`src/rtl/color_pkg.sv`:
```
// Shared codes and types for the colour scan controller: sensor filter/scale codes,
// colour result codes, FSM states and scan channel ordering.
package color_pkg;

    localparam logic [1:0] FILTER_RED   = 2'b00;
    localparam logic [1:0] FILTER_BLUE  = 2'b01;
    localparam logic [1:0] FILTER_GREEN = 2'b11;
    localparam logic [1:0] FILTER_CLEAR = 2'b10;

    localparam logic [2:0] COLOR_NONE  = 3'b000;
    localparam logic [2:0] COLOR_RED   = 3'b001;
    localparam logic [2:0] COLOR_BLUE  = 3'b010;
    localparam logic [2:0] COLOR_GREEN = 3'b100;

    localparam logic [1:0] SCALE_OFF     = 2'b00;
    localparam logic [1:0] DEFAULT_SCALE = 2'b10;

    typedef enum logic [1:0] {ST_IDLE, ST_SETTLE, ST_MEASURE, ST_CLASSIFY} state_t;
    typedef enum logic [1:0] {CH_RED, CH_BLUE, CH_GREEN, CH_CLEAR} channel_t;

    function automatic logic [1:0] filter_code(input channel_t ch);
        case (ch)
            CH_RED:   return FILTER_RED;
            CH_BLUE:  return FILTER_BLUE;
            CH_GREEN: return FILTER_GREEN;
            default:  return FILTER_CLEAR;
        endcase
    endfunction

    function automatic channel_t next_channel(input channel_t ch);
        case (ch)
            CH_RED:  return CH_BLUE;
            CH_BLUE: return CH_GREEN;
            default: return CH_CLEAR;
        endcase
    endfunction

endpackage

```
`src/rtl/edge_window_counter.sv`:
```
// Synchronises the sensor square wave, detects rising edges and counts them
// (saturating) while enabled. window_count already includes this cycle's edge.
module edge_window_counter #(
    parameter int unsigned CNT_W = 16
) (
    input  logic             clk,
    input  logic             rst_n,
    input  logic             sensor_freq,
    input  logic             clear,
    input  logic             enable,
    output logic [CNT_W-1:0] window_count
);

    logic [1:0]       sync_reg;
    logic             prev_reg;
    logic             edge_reg;
    logic [CNT_W-1:0] count_reg;
    logic             at_max;

    assign at_max       = &count_reg;
    assign window_count = (enable && edge_reg && !at_max) ? count_reg + CNT_W'(1) : count_reg;

    always_ff @(posedge clk) begin
        if (!rst_n) begin
            sync_reg  <= '0;
            prev_reg  <= 1'b0;
            edge_reg  <= 1'b0;
            count_reg <= '0;
        end else begin
            sync_reg <= {sync_reg[0], sensor_freq};
            prev_reg <= sync_reg[1];
            edge_reg <= sync_reg[1] & ~prev_reg;
            if (clear)
                count_reg <= '0;
            else
                count_reg <= window_count;
        end
    end

endmodule

```
`src/rtl/color_scan_controller.sv`:
```
// Timed filter scan of a TCS3200-style sensor with settle, window counting and colour
// classification. Define COLOR_SCAN_CLEAR_EN to add the clear channel to the scan.
module color_scan_controller
    import color_pkg::*;
#(
    parameter int unsigned SETTLE_CYCLES = 1000,
    parameter int unsigned WINDOW_CYCLES = 50000,
    parameter int unsigned CNT_W         = 16,
    parameter logic [1:0]  SCALE_SEL     = DEFAULT_SCALE,
    parameter int unsigned MIN_COUNT     = 8
) (
    input  logic             clk,
    input  logic             rst_n,
    input  logic             start,
    input  logic             continuous,
    input  logic             sensor_freq,
    output logic [1:0]       scale,
    output logic [1:0]       filter,
    output logic [CNT_W-1:0] red_cnt,
    output logic [CNT_W-1:0] blue_cnt,
    output logic [CNT_W-1:0] green_cnt,
    output logic [CNT_W-1:0] clear_cnt,
    output logic [2:0]       color,
    output logic             result_valid,
    output logic             busy
);

    localparam int unsigned TIMER_MAX = (SETTLE_CYCLES > WINDOW_CYCLES) ? SETTLE_CYCLES : WINDOW_CYCLES;
    localparam int unsigned TW        = $clog2(TIMER_MAX + 1);
    localparam logic [TW-1:0]    SETTLE_LOAD = TW'(SETTLE_CYCLES - 1);
    localparam logic [TW-1:0]    WINDOW_LOAD = TW'(WINDOW_CYCLES - 1);
    localparam logic [CNT_W-1:0] MIN_CNT     = CNT_W'(MIN_COUNT);

`ifdef COLOR_SCAN_CLEAR_EN
    localparam channel_t LAST_CH = CH_CLEAR;
    logic [CNT_W-1:0] clear_shadow;
`else
    localparam channel_t LAST_CH = CH_GREEN;
`endif

    state_t           state_reg;
    channel_t         chan_reg;
    logic [TW-1:0]    timer_reg;
    logic [CNT_W-1:0] red_shadow, blue_shadow, green_shadow;
    logic [CNT_W-1:0] window_count;
    logic             timer_done;
    logic             clear_qualified;

    assign timer_done = (timer_reg == '0);

`ifdef COLOR_SCAN_CLEAR_EN
    assign clear_qualified = (clear_shadow >= MIN_CNT);
`else
    assign clear_qualified = 1'b1;
    assign clear_cnt       = '0;
`endif

    edge_window_counter #(.CNT_W(CNT_W)) u_counter (
        .clk          (clk),
        .rst_n        (rst_n),
        .sensor_freq  (sensor_freq),
        .clear        (state_reg == ST_SETTLE && timer_done),
        .enable       (state_reg == ST_MEASURE),
        .window_count (window_count)
    );

    // Winner must be strictly greater than both other RGB counts; ties give no colour.
    function automatic logic [2:0] classify(input logic [CNT_W-1:0] r, input logic [CNT_W-1:0] b,
                                            input logic [CNT_W-1:0] g, input logic qualified);
        logic [2:0] result;
        result = COLOR_NONE;
        if (r > b && r > g && r >= MIN_CNT)
            result = COLOR_RED;
        else if (g > r && g > b && g >= MIN_CNT)
            result = COLOR_GREEN;
        else if (b > r && b > g && b >= MIN_CNT)
            result = COLOR_BLUE;
        if (!qualified)
            result = COLOR_NONE;
        return result;
    endfunction

    always_ff @(posedge clk) begin
        if (!rst_n) begin
            state_reg    <= ST_IDLE;
            chan_reg     <= CH_RED;
            timer_reg    <= '0;
            red_shadow   <= '0;
            blue_shadow  <= '0;
            green_shadow <= '0;
            scale        <= SCALE_OFF;
            filter       <= FILTER_RED;
            red_cnt      <= '0;
            blue_cnt     <= '0;
            green_cnt    <= '0;
            color        <= COLOR_NONE;
            result_valid <= 1'b0;
            busy         <= 1'b0;
`ifdef COLOR_SCAN_CLEAR_EN
            clear_shadow <= '0;
            clear_cnt    <= '0;
`endif
        end else begin
            result_valid <= 1'b0;
            case (state_reg)
                ST_IDLE: begin
                    if (start) begin
                        state_reg <= ST_SETTLE;
                        chan_reg  <= CH_RED;
                        filter    <= FILTER_RED;
                        scale     <= SCALE_SEL;
                        timer_reg <= SETTLE_LOAD;
                        busy      <= 1'b1;
                    end
                end
                ST_SETTLE: begin
                    if (timer_done) begin
                        state_reg <= ST_MEASURE;
                        timer_reg <= WINDOW_LOAD;
                    end else begin
                        timer_reg <= timer_reg - TW'(1);
                    end
                end
                ST_MEASURE: begin
                    if (timer_done) begin
                        case (chan_reg)
                            CH_RED:   red_shadow   <= window_count;
                            CH_BLUE:  blue_shadow  <= window_count;
                            CH_GREEN: green_shadow <= window_count;
                            default: begin
`ifdef COLOR_SCAN_CLEAR_EN
                                clear_shadow <= window_count;
`endif
                            end
                        endcase
                        if (chan_reg == LAST_CH) begin
                            state_reg <= ST_CLASSIFY;
                        end else begin
                            // Filter only moves on SETTLE entry, never inside a window.
                            state_reg <= ST_SETTLE;
                            chan_reg  <= next_channel(chan_reg);
                            filter    <= filter_code(next_channel(chan_reg));
                            timer_reg <= SETTLE_LOAD;
                        end
                    end else begin
                        timer_reg <= timer_reg - TW'(1);
                    end
                end
                default: begin
                    red_cnt      <= red_shadow;
                    blue_cnt     <= blue_shadow;
                    green_cnt    <= green_shadow;
`ifdef COLOR_SCAN_CLEAR_EN
                    clear_cnt    <= clear_shadow;
`endif
                    color        <= classify(red_shadow, blue_shadow, green_shadow, clear_qualified);
                    result_valid <= 1'b1;
                    chan_reg     <= CH_RED;
                    filter       <= FILTER_RED;
                    if (continuous) begin
                        state_reg <= ST_SETTLE;
                        timer_reg <= SETTLE_LOAD;
                    end else begin
                        state_reg <= ST_IDLE;
                        scale     <= SCALE_OFF;
                        busy      <= 1'b0;
                    end
                end
            endcase
        end
    end

endmodule

```
`config.mk`:
```
export PLATFORM = sky130hd
export DESIGN_NAME = color_scan_controller
export DESIGN_NICKNAME = d
export VERILOG_FILES = /design/src/rtl/color_pkg.sv /design/src/rtl/edge_window_counter.sv /design/src/rtl/color_scan_controller.sv
export SDC_FILE = /design/constraint.sdc
export NUM_CORES = 1
export LEC_CHECK = 0
export CAP_MARGIN = 10
export CORE_MARGIN = 3
export CORE_UTILIZATION = 61
export CTS_CLUSTER_DIAMETER = 50
export DETAILED_ROUTE_END_ITERATION = 8
export PLACE_DENSITY = 0.86
export SYNTH_ARGS = -nofsm -noshare
export SYNTH_HDL_FRONTEND = slang
export SYNTH_SLANG_ARGS = --single-unit
export TNS_END_PERCENT = 10
```
`constraint.sdc`:
```
create_clock -name clk -period 3.6 [get_ports clk]
set_input_delay 0.54 -clock clk [delete_from_list [all_inputs] [get_ports clk]]
set_output_delay 0.54 -clock clk [all_outputs]
set_load 0.005 [all_outputs]
```
## Word-level counts from Yosys, hierarchy flattened

Index checks and enable logic that the tools add are counted.

| storage, ports and cells | value |
|---|---|
| flip-flop bits (word level) | 145 |
| input port bits | 5 |
| logic and storage cells | 106 |

| cells by class | value |
|---|---|
| equality and inequality tests | 12 |
| multiplexer cells | 34 |
| add/subtract/negate cells | 2 |
| bitwise gates (word level) | 5 |
| magnitude comparators | 9 |
| reduce and logical (&&, ||, !) cells | 26 |

Operators by type and width:

| operator | number |
|---|---|
| $gt A16 B16 Y1 | 6 |
| $mux W16 | 6 |
| $ge A16 B4 Y1 const B | 3 |
| $pmux W16 S3 | 1 |
| $mux W2 | 14 |
| $pmux W2 S3 | 4 |
| $reduce_and A3 Y1 | 6 |
| $add A16 B1 Y16 const B | 1 |
| $logic_not A16 Y1 | 1 |
| $reduce_and A16 Y1 | 1 |
| $sub A16 B1 Y16 const B | 1 |
| $logic_and A1 B1 Y1 | 9 |
| $ne A2 B2 Y1 const B | 4 |
| $pmux W2 S2 | 2 |
| $eq A2 B1 Y1 const B | 3 |
| $eq A2 B2 Y1 const B | 3 |
| $logic_not A2 Y1 | 3 |
| $mux W3 | 2 |
| $mux W1 | 4 |
| $not A1 Y1 | 4 |
| $reduce_and A4 Y1 | 1 |
| $reduce_bool A4 Y1 | 1 |
| $reduce_or A2 Y1 | 2 |
| $ne A3 B3 Y1 const B | 1 |
| other kinds (5) | 5 |

## Depth between registers and ports, before layout

Gate-level depths: netlist (run 1).

| logic depth | value |
|---|---|
| depth after elaboration | 11 |
| depth in mapped cells | 9 |
| gate-level depth less buffers | 8 |

## Cells and area by module

Synthesis (run 1) repeated with hierarchy kept, for this count alone.

| unflattened totals | value |
|---|---|
| cells, all modules | 843 |
| area, all modules | 7369.6 µm² |

By module, submodules not included:

| module | cells each | times used | seq. area each (µm²) | area an instance (µm²) |
|---|---|---|---|---|
| color_scan_controller | 720 | 1 | 2442.3 | 6351.1 |
| edge_window_counter | 123 | 1 | 400.4 | 1018.5 |

## Least setup slack after synthesis (run 1)

OpenSTA, ideal clock, no wires.

| timing path | value |
|---|---|
| path kind | reg-to-reg |
| start point | reg state_reg[1] |
| end point | reg timer_reg[5] |
| data arrival time | 1.900 ns |
| stages on the path, launching flop included | 8 |
| period minus slack after synthesis | 2.018 ns |
| slack | 1.582 ns |
| library setup time | 0.119 ns |
| cells stage by stage | dfxtp_1 > inv_1 > ha_1 > clkbuf_1 > o41ai_1 > a31oi_2 > buf_2 > o221a_2 |

| between the ends | value |
|---|---|
| cells in the longest elaborated chain, start to end | 3 |
| elaborated cells on any way between the ends | 8 |
| those cells by class | eq/ne: 4; mux: 1; reduce/logical: 3 |

RTL lines:

| item | RTL line | text |
|---|---|---|
| start: declaration | color_scan_controller.sv:41 | `state_t state_reg;` |
| start signal: assignment | color_scan_controller.sv:85 | `state_reg <= ST_IDLE;` |
| start signal: assignment | color_scan_controller.sv:108 | `state_reg <= ST_SETTLE;` |
| start signal: assignment | color_scan_controller.sv:118 | `state_reg <= ST_MEASURE;` |
| $eq A2 B2 Y1, or another cell as far along | color_scan_controller.sv:105 | `case (state_reg)` |
| $ne A3 B3 Y1 (no source line), or another cell as far along | - |  |
| $reduce_and A3 Y1 (no source line) | - |  |
| end signal: assignment | color_scan_controller.sv:121 | `timer_reg <= timer_reg - TW'(1);` |
| end signal: assignment | color_scan_controller.sv:146 | `timer_reg <= timer_reg - TW'(1);` |
| end: declaration | color_scan_controller.sv:43 | `logic [TW-1:0] timer_reg;` |

Several ways; a longest one is shown, not always the timed one.
A chain may end at the register's enable or synchronous reset.

## Worst setup path after layout (run 1)

| timing path | value |
|---|---|
| start point | reg state_reg[0] |
| end point | reg timer_reg[7] |

Same word-level chain as after synthesis.

==> results of run 1 <==
-- how the worst max path moves through the flow --
stage	slack (ns)	depth (start not counted)	from	to
6_report	0.94	6	state_reg[0]	timer_reg[7]
5_1_grt	0.70	6	state_reg[0]	timer_reg[0]
4_1_cts	1.0	6	state_reg[0]	timer_reg[0]
3_5_place_dp	0.79	6	start	timer_reg[5]
3_3_place_gp	0.89	7	start	timer_reg[2]
2_1_floorplan	1.58	7	state_reg[1]	timer_reg[5]
-- cell usage after synthesis (all sizes together) (2+ instances only) --
cell    count  area share (%)
o221a       3            0.48
nor3b       2            0.29
nand3      20             1.6
o31ai       3            0.32
nand2      32             1.7
inv        43             2.3
o211ai      2            0.21
a31oi       5            0.54
nand2b      2            0.18
xor2       14             1.8
nor2b       4            0.36
o21ai      48             3.5
buf        39             3.7
a32o        2            0.29
and4        5            0.63
or4         2            0.21
clkbuf     15            0.81
ha         55             9.9
a21oi      69             5.0
dfxtp     142              41
or3         2            0.18
nand4      17             1.5
xnor2      11             1.4
and2        7            0.63
nor4       13             1.8
a21o        7            0.75
a211oi     19             2.2
nand3b      2            0.21
mux2i      50             7.2
nor2      114             6.2
nor3        5            0.66
o22ai       3            0.27
and3        7            0.65
-- area by class of cell --
type | count | area [µm²]
Multi-Input combinational cell | 555 | 3727
Fill cell | 788 | 2883
Sequential cell | 142 | 2843
Timing Repair Buffer | 67 | 653.1
Clock buffer | 18 | 439.2
Tap cell | 140 | 175.2
Inverter | 43 | 161.4
Clock inverter | 14 | 148.9
-- cells by family after synthesis --
logic type / count (synthesis)
AO/OA/AOI/OAI: 170
XOR/XNOR: 25
adder cells (fa/ha/maj): 55
AND/OR/NAND/NOR: 238
flip-flops: 142
multiplexers: 50
other: 1
buffers and inverters: 97
-- through the flow --
step | worst slack (ns) | hold slack (ns) | std cells | utilization, %
after floorplan | 1.582 | 0.3674 | 794 | -
after global placement | 0.8917 | 0.3716 | 947 | 68.53
after detailed placement | 0.7854 | 0.3832 | 947 | 68.53
after CTS | 0.9953 | 0.3919 | 979 | 73.87
after global routing | 0.7014 | 0.4110 | 979 | 73.87
final | 0.9357 | 0.3868 | 979 | 73.87
-- where the power goes --
group          switching (W)  total, W  internal [W]  leakage (nW)
clock network       0.000749   0.00175      0.000996         0.291
registers           0.000100   0.00175       0.00165          1.15
logic               0.000599  0.000969      0.000371          1.65
total                0.00145   0.00447       0.00302          3.09
-- layer usage --
metal,GRT usage (%),up-vias,routed length (µm)
li1,-,2816,-
met1,36.72,2871,7277
met2,48.58,291,8755
met3,5.989,69,1578
met4,14.82,0,710
met5,0,-,0
==> load_flow_metrics.sql, run 1 <==
INSERT INTO impl_metrics (metric_group, metric, value, unit) VALUES
('critical_path', 'crit-reg2reg-capture', 'timer_reg[7]', ''),
('critical_path', 'ff2ff_setup_slack', '0.94', 'ns'),
('power_and_ir_drop', 'power_density', '548.0', 'mW/mm²'),
('critical_path', 'worstSetupStartpointType', 'flip-flop', ''),
('critical_path', 'crit_path_cell_trace', 'inv_1 > ha_1 > and3b_1 > a31oi_2 > nand2_1 > o221a_2', ''),
('final_layout', 'fin_area', '0.008148', 'mm²'),
('drt', 'drtAntennaViolNets', '0', ''),
('placed_design', 'place_area', '0.007560', 'mm²'),
('yosys', 'yosys_register_bits', '142', ''),
('drt', 'count_of_tritonroute_iterations_in_the_first_routing_pass', '5', ''),
('floorplanning', 'initial_utilization', '63.29', '%'),
('clocking', 'max-clock-path-buffers', '2', ''),
('yosys', 'synth_enable_flop_cells', '0', ''),
('final_layout', 'layout.nets', '886', ''),
('floorplanning', 'core_area', '0.01103', 'mm²'),
('final_layout', 'final_layout_size_suffix_gt1_share', '7.509', '%'),
('yosys', 'main_combinational_cell_family_by_area_after_synthesis', 'simple AND/OR/NAND/NOR gates', ''),
('clocking', 'clock_latency', '0.43', 'ns'),
('power_and_ir_drop', 'leakagePower', '3.090', 'nW'),
('drt', 'detailroute.via_count', '6047', ''),
('yosys', 'share_of_synthesized_area_spent_on_multiplexers', '7.168', '%'),
('yosys', 'main_synth_ff_type', 'sky130_fd_sc_hd__dfxtp_1', ''),
('timing', 'setup-tns-final', '0', 'ns'),
('hold_path', 'holdPathStages', '1', ''),
('global_routing', 'wire_length_of_the_first_global_routing_pass', '30070', 'µm'),
('placed_design', 'gp_congestion', '1.011', ''),
('global_routing', 'grt_pass1_vias', '6014', ''),
('yosys', 'fraction_of_the_mapped_netlist_area_in_adder_cells', '9.857', '%'),
('clocking', 'cts_root_buf', 'sky130_fd_sc_hd__clkbuf_16', ''),
('critical_path', 'critPathArrivalTime', '2.98', 'ns'),
('critical_path', 'critical-path-max-stage-delay', '0.76', 'ns'),
('yosys', 'avg_inst_size_synth', '8.974', 'µm²'),
('critical_path', 'endpoint_type_of_the_worst_setup_path', 'flip-flop', ''),
('global_routing', 'grt.overflow.total', '0', ''),
('hold_path', 'hold_start', 'u_counter.prev_reg', ''),
('clocking', 'cts_sinks', '142', ''),
('final_layout', 'antenna-diode-count', '0', ''),
('critical_path', 'critPathTopFamily', 'compound AO/OA/AOI/OAI gates', ''),
('clocking', 'cts.repair.resized', '0', ''),
('clocking', 'tritoncts', 'built', ''),
('yosys', 'post_synth_instance_area', '0.006982', 'mm²'),
('hold_path', 'hold_end', 'u_counter.edge_reg', ''),
('timing', 'timing_max_transition_violations_final', '0', ''),
('drt', 'drt-vias-per-instance', '6.177', ''),
('floorplanning', 'pin_count', '78', ''),
('yosys', 'yosysWarningCount', '0', ''),
('final_layout', 'layout.cells.most_common', 'sky130_fd_sc_hd__dfxtp_1', ''),
('placed_design', 'dp_hpwl', '13180', 'µm'),
('yosys', 'synth-compound-area-share', '14.77', '%'),
('global_routing', 'groute.usage.overall', '29.49', '%'),
('yosys', 'synth_cell_types', '62', ''),
('clocking', 'postCtsHoldBufs', '0', ''),
('timing', 'timing.final.crit_period', '2.664', 'ns'),
('final_layout', 'layout.cells.most_common_list', 'sky130_fd_sc_hd__dfxtp_1, sky130_fd_sc_hd__nor2_1, sky130_fd_sc_hd__a21oi_1, sky130_fd_sc_hd__clkdlybuf4s50_1, sky130_fd_sc_hd__ha_1', ''),
('timing', 'final-setup-viol-count', '0', ''),
('drt', 'drtIter0Drc', '608', ''),
('timing', 'max_slew_margin', '39.48', '%'),
('yosys', 'async_flop_share', '0', '%'),
('global_routing', 'antenna_found_initial', '0', ''),
('critical_path', 'timing.setup.critical_path_class', 'reg -> reg', ''),
('critical_path', 'path_buf_inv', '1', ''),
('job', 'cap_violations', '0', ''),
('critical_path', 'cpMaxStageDelayCell', 'sky130_fd_sc_hd__a31oi_2', ''),
('timing', 'highest_clock_rate', '0.3753', 'GHz'),
('status', 'result_of_the_run', 'finished, final reports clean', ''),
('floorplanning', 'die_w', '113.0', 'µm'),
('hold_path', 'holdCritPathClass', 'reg -> reg', ''),
('placed_design', 'io_buffers', '60', ''),
('clocking', 'clkSlewWorstSetupHoldPaths', '0.06', 'ns'),
('yosys', 'synth_simple_gate_area_share', '17.51', '%'),
('timing', 'final_min_period_over_clock_period', '74.01', '%');
No activity file was read; power rests on OpenSTA's default activity.
==> run 2, diff against run 1 <==
CORE_UTILIZATION = 51   (was 61)
PLACE_DENSITY = 0.76   (was 0.86)
clock period = 2.39 ns   (was 3.6 ns; I/O delays follow)
==> run 2 against run 1 <==
  * Setup slack got worse by 0.80 ns
  * Sequential share of layout area decreased by 1.0 points
  * Utilization decreased by 11 points
  * Clock skew increased by 0.0051 ns
  * Count of clock-buffer cells in the layout increased by 2
  * Final cell count increased by 5.8%
  * Non-clock buffer count increased by 21
  * Sequential cell count unchanged
  * Register-to-register slack got worse by 0.80 ns
  * Critical path type unchanged
==> load_flow_metrics.sql, run 2 (synthesis results as in run 1) <==
INSERT INTO impl_metrics (metric_group, metric, value, unit) VALUES
('drt', 'drt-vias-per-instance', '5.681', ''),
('clocking', 'cts_sinks', '142', ''),
('power_and_ir_drop', 'max-vdd-ir-drop', '0.6219', 'mV'),
('final_layout', 'layout.cells.most_common', 'sky130_fd_sc_hd__dfxtp_1', ''),
('critical_path', 'endpoint_type_of_the_worst_setup_path', 'flip-flop', ''),
('hold_path', 'holdCritPathClass', 'reg -> reg', ''),
('global_routing', 'antenna_found_initial', '0', ''),
('timing', 'timing.final.crit_period', '2.253', 'ns'),
('clocking', 'clkSlewWorstSetupHoldPaths', '0.07', 'ns'),
('placed_design', 'pre_cts_ws', '0.1292', 'ns'),
('power_and_ir_drop', 'power_density', '816.6', 'mW/mm²'),
('critical_path', 'timing.setup.critical_path_class', 'reg -> reg', ''),
('drt', 'route.final.wire_length', '17690', 'µm'),
('floorplanning', 'core_area', '0.01330', 'mm²'),
('critical_path', 'worstPathRequired', '2.70', 'ns'),
('critical_path', 'startpoint_of_the_worst_slack_reg_to_reg_timing_path', 'red_shadow[5]', ''),
('drt', 'count_of_tritonroute_iterations_in_the_first_routing_pass', '6', ''),
('final_layout', 'antenna-diode-count', '0', ''),
('critical_path', 'worstSetupStartpointType', 'flip-flop', ''),
('global_routing', 'grt_start_max_net_pins', '53', ''),
('floorplanning', 'die_height', '123', 'µm'),
('global_routing', 'wire_length_of_the_first_global_routing_pass', '28480', 'µm'),
('critical_path', 'crit_end', 'color[1]', ''),
('floorplanning', 'die-area', '0.01513', 'mm²'),
('final_layout', 'fin_area', '0.008392', 'mm²'),
('job', 'cap_violations', '0', ''),
('final_layout', 'final_layout_size_suffix_gt1_share', '9.651', '%'),
('final_layout', 'layout.cells.most_common_list', 'sky130_fd_sc_hd__dfxtp_1, sky130_fd_sc_hd__nor2_1, sky130_fd_sc_hd__a21oi_1, sky130_fd_sc_hd__clkdlybuf4s50_1, sky130_fd_sc_hd__ha_1', ''),
('final_layout', 'filler_cell_count', '1083', ''),
('placed_design', 'dp_hpwl', '12620', 'µm'),
('timing', 'setup-tns-final', '0', 'ns'),
('drt', 'drtAntennaViolNets', '0', ''),
('critical_path', 'cp_max_fo', '4', ''),
('hold_path', 'hold_start', 'u_counter.prev_reg', ''),
('critical_path', 'critPathArrivalTime', '2.56', 'ns'),
('placed_design', 'io_buffers', '60', ''),
('power_and_ir_drop', 'p_sw_share', '31.11', '%'),
('timing', 'crit_path_setup_slack_layout', '0.1372', 'ns'),
('clocking', 'ctsHtreeMaxLevel', '4', ''),
('clocking', 'cts_root_buf', 'sky130_fd_sc_hd__clkbuf_16', ''),
('floorplanning', 'die_w', '123', 'µm'),
('timing', 'rsz0062_at_grt', 'false', ''),
('placed_design', 'gp_congestion', '0.9377', ''),
('clocking', 'max-clock-path-buffers', '2', ''),
('power_and_ir_drop', 'power.internal', '0.004721', 'W'),
('final_layout', 'layout_area_growth_over_synthesis', '20.20', '%'),
('power_and_ir_drop', 'comb_power_share', '22.4', '%'),
('timing', 'max_slew_margin', '60.62', '%'),
('timing', 'highest_clock_rate', '0.4439', 'GHz'),
('drt', 'detailroute.via_count', '5885', ''),
('timing', 'worst-slew-pin-transition', '0.5864', 'ns'),
('final_layout', 'post-route-util', '63.12', '%'),
('drt', 'drt_drc_violations_left', '0', ''),
('clocking', 'cts.repair.resized', '0', ''),
('floorplanning', 'rows', '42', ''),
('power_and_ir_drop', 'p_clk_share', '39.2', '%'),
('timing', 'final-setup-viol-count', '0', ''),
('clocking', 'clock_latency', '0.42', 'ns'),
('critical_path', 'worst_setup_path_startpoint', 'red_shadow[5]', ''),
('status', 'result_of_the_run', 'finished, final reports clean', ''),
('timing', 'timing_max_transition_violations_final', '0', ''),
('critical_path', 'ff2ff_setup_slack', '0.14', 'ns'),
('drt', 'routed_wire_length_per_instance', '17.08', 'µm'),
('critical_path', 'crit-reg2reg-capture', 'color[1]', ''),
('drt', 'drtIter0Drc', '464', ''),
('floorplanning', 'initial_utilization', '52.51', '%'),
('power_and_ir_drop', 'power_switching', '0.002132', 'W'),
('global_routing', 'grt.overflow.total', '0', ''),
('critical_path', 'ff2ff_path_depth', '8', ''),
('power_and_ir_drop', 'leakagePower', '3.201', 'nW'),
('timing', 'fin_worst_skew', '0.01238', 'ns'),
('final_layout', 'layout.nets', '907', ''),
('timing', 'final_min_period_over_clock_period', '94.26', '%'),
('clocking', 'cts-buffers-inserted', '17', ''),
('placed_design', 'place_area', '0.007787', 'mm²'),
('timing', 'hold_slack', '0.3853', 'ns'),
('timing', 'hold_viol', '0', ''),
('clocking', 'tritoncts', 'built', ''),
('clocking', 'setup_fix_buffers_added_after_clock_tree_synthesis', '0', ''),
('global_routing', 'groute.usage.overall', '24.15', '%'),
('global_routing', 'grt_pass1_vias', '5559', ''),
('power_and_ir_drop', 'pwr-share-seq', '38.4', '%'),
('clocking', 'postCtsHoldBufs', '0', ''),
('floorplanning', 'pin_count', '78', '');
## run 2: cell count changes in the layout (fill, tap and decap cells not counted)
cell,before,now
sky130_fd_sc_hd__a2111oi_0,1,0
sky130_fd_sc_hd__a2111oi_1,0,1
sky130_fd_sc_hd__buf_12,0,2
sky130_fd_sc_hd__buf_4,7,26
sky130_fd_sc_hd__bufinv_16,1,2
sky130_fd_sc_hd__clkbuf_1,0,1
sky130_fd_sc_hd__clkbuf_8,1,2
sky130_fd_sc_hd__clkinv_4,5,4
sky130_fd_sc_hd__clkinvlp_4,0,1
sky130_fd_sc_hd__inv_6,6,5
sky130_fd_sc_hd__inv_8,2,0
## run 2: power groups by stage
stage          clock (W)  combinational, W  sequential (W)
2_1_floorplan          0           0.00117         0.00265
3_3_place_gp           0           0.00148         0.00268
3_5_place_dp           0           0.00150         0.00268
4_1_cts          0.00272           0.00152         0.00263
5_1_grt          0.00282           0.00169         0.00265
6_report         0.00269           0.00153         0.00263
## run 2: layer usage
| layer | vias up | part of all wire (%) | GRT usage (%) | wire length, µm |
|---|---|---|---|---|
| li1 | 2864 | - | - | - |
| met1 | 2780 | 42 | 30.24 | 7406 |
| met2 | 198 | 49 | 41.24 | 8689 |
| met3 | 43 | 6.5 | 4.849 | 1145 |
| met4 | 0 | 2.5 | 8.858 | 449 |
| met5 | - | 0 | 0 | 0 |
## run 2: through the flow
step                      std cells  power (W)
after global routing           1036   0.007163
after floorplan                 794   0.003819
after global placement         1004   0.004157
after CTS                      1036   0.006867
after detailed placement       1004   0.004187
final                          1036   0.006853
## run 2: how the worst min path moves through the flow
| stage | depth (start not counted) | slack [ns] | to |
|---|---|---|---|
| after floorplan | 1 | 0.37 | u_counter.edge_reg |
| after global placement | 1 | 0.37 | u_counter.edge_reg |
| after detailed placement | 1 | 0.38 | u_counter.edge_reg |
| after CTS | 1 | 0.39 | u_counter.edge_reg |
| after global routing | 1 | 0.40 | u_counter.edge_reg |
| final | 1 | 0.39 | u_counter.edge_reg |
## run 2: worst max-delay path, stage by stage, from the launching register on
cell and delay, ns:
sky130_fd_sc_hd__dfxtp_1 0.42, sky130_fd_sc_hd__inv_1 0.10, sky130_fd_sc_hd__ha_1 0.32, sky130_fd_sc_hd__a21o_1 0.17
sky130_fd_sc_hd__nand3_1 0.07, sky130_fd_sc_hd__a21oi_1 0.07, sky130_fd_sc_hd__a2111oi_1 0.49, sky130_fd_sc_hd__o21ai_0 0.23
sky130_fd_sc_hd__a32o_1 0.26
## run 2: area by class of cell
type	instances	area [µm²]	area share (%)
clock buffer	20	456.7	5.442
timing repair buffer	88	835.8	9.960
multi-input combinational	555	3729	44.43
inverter	43	161.4	1.923
tap	176	220.2	2.624
clock inverter	12	146.4	1.744
sequential	142	2843	33.88
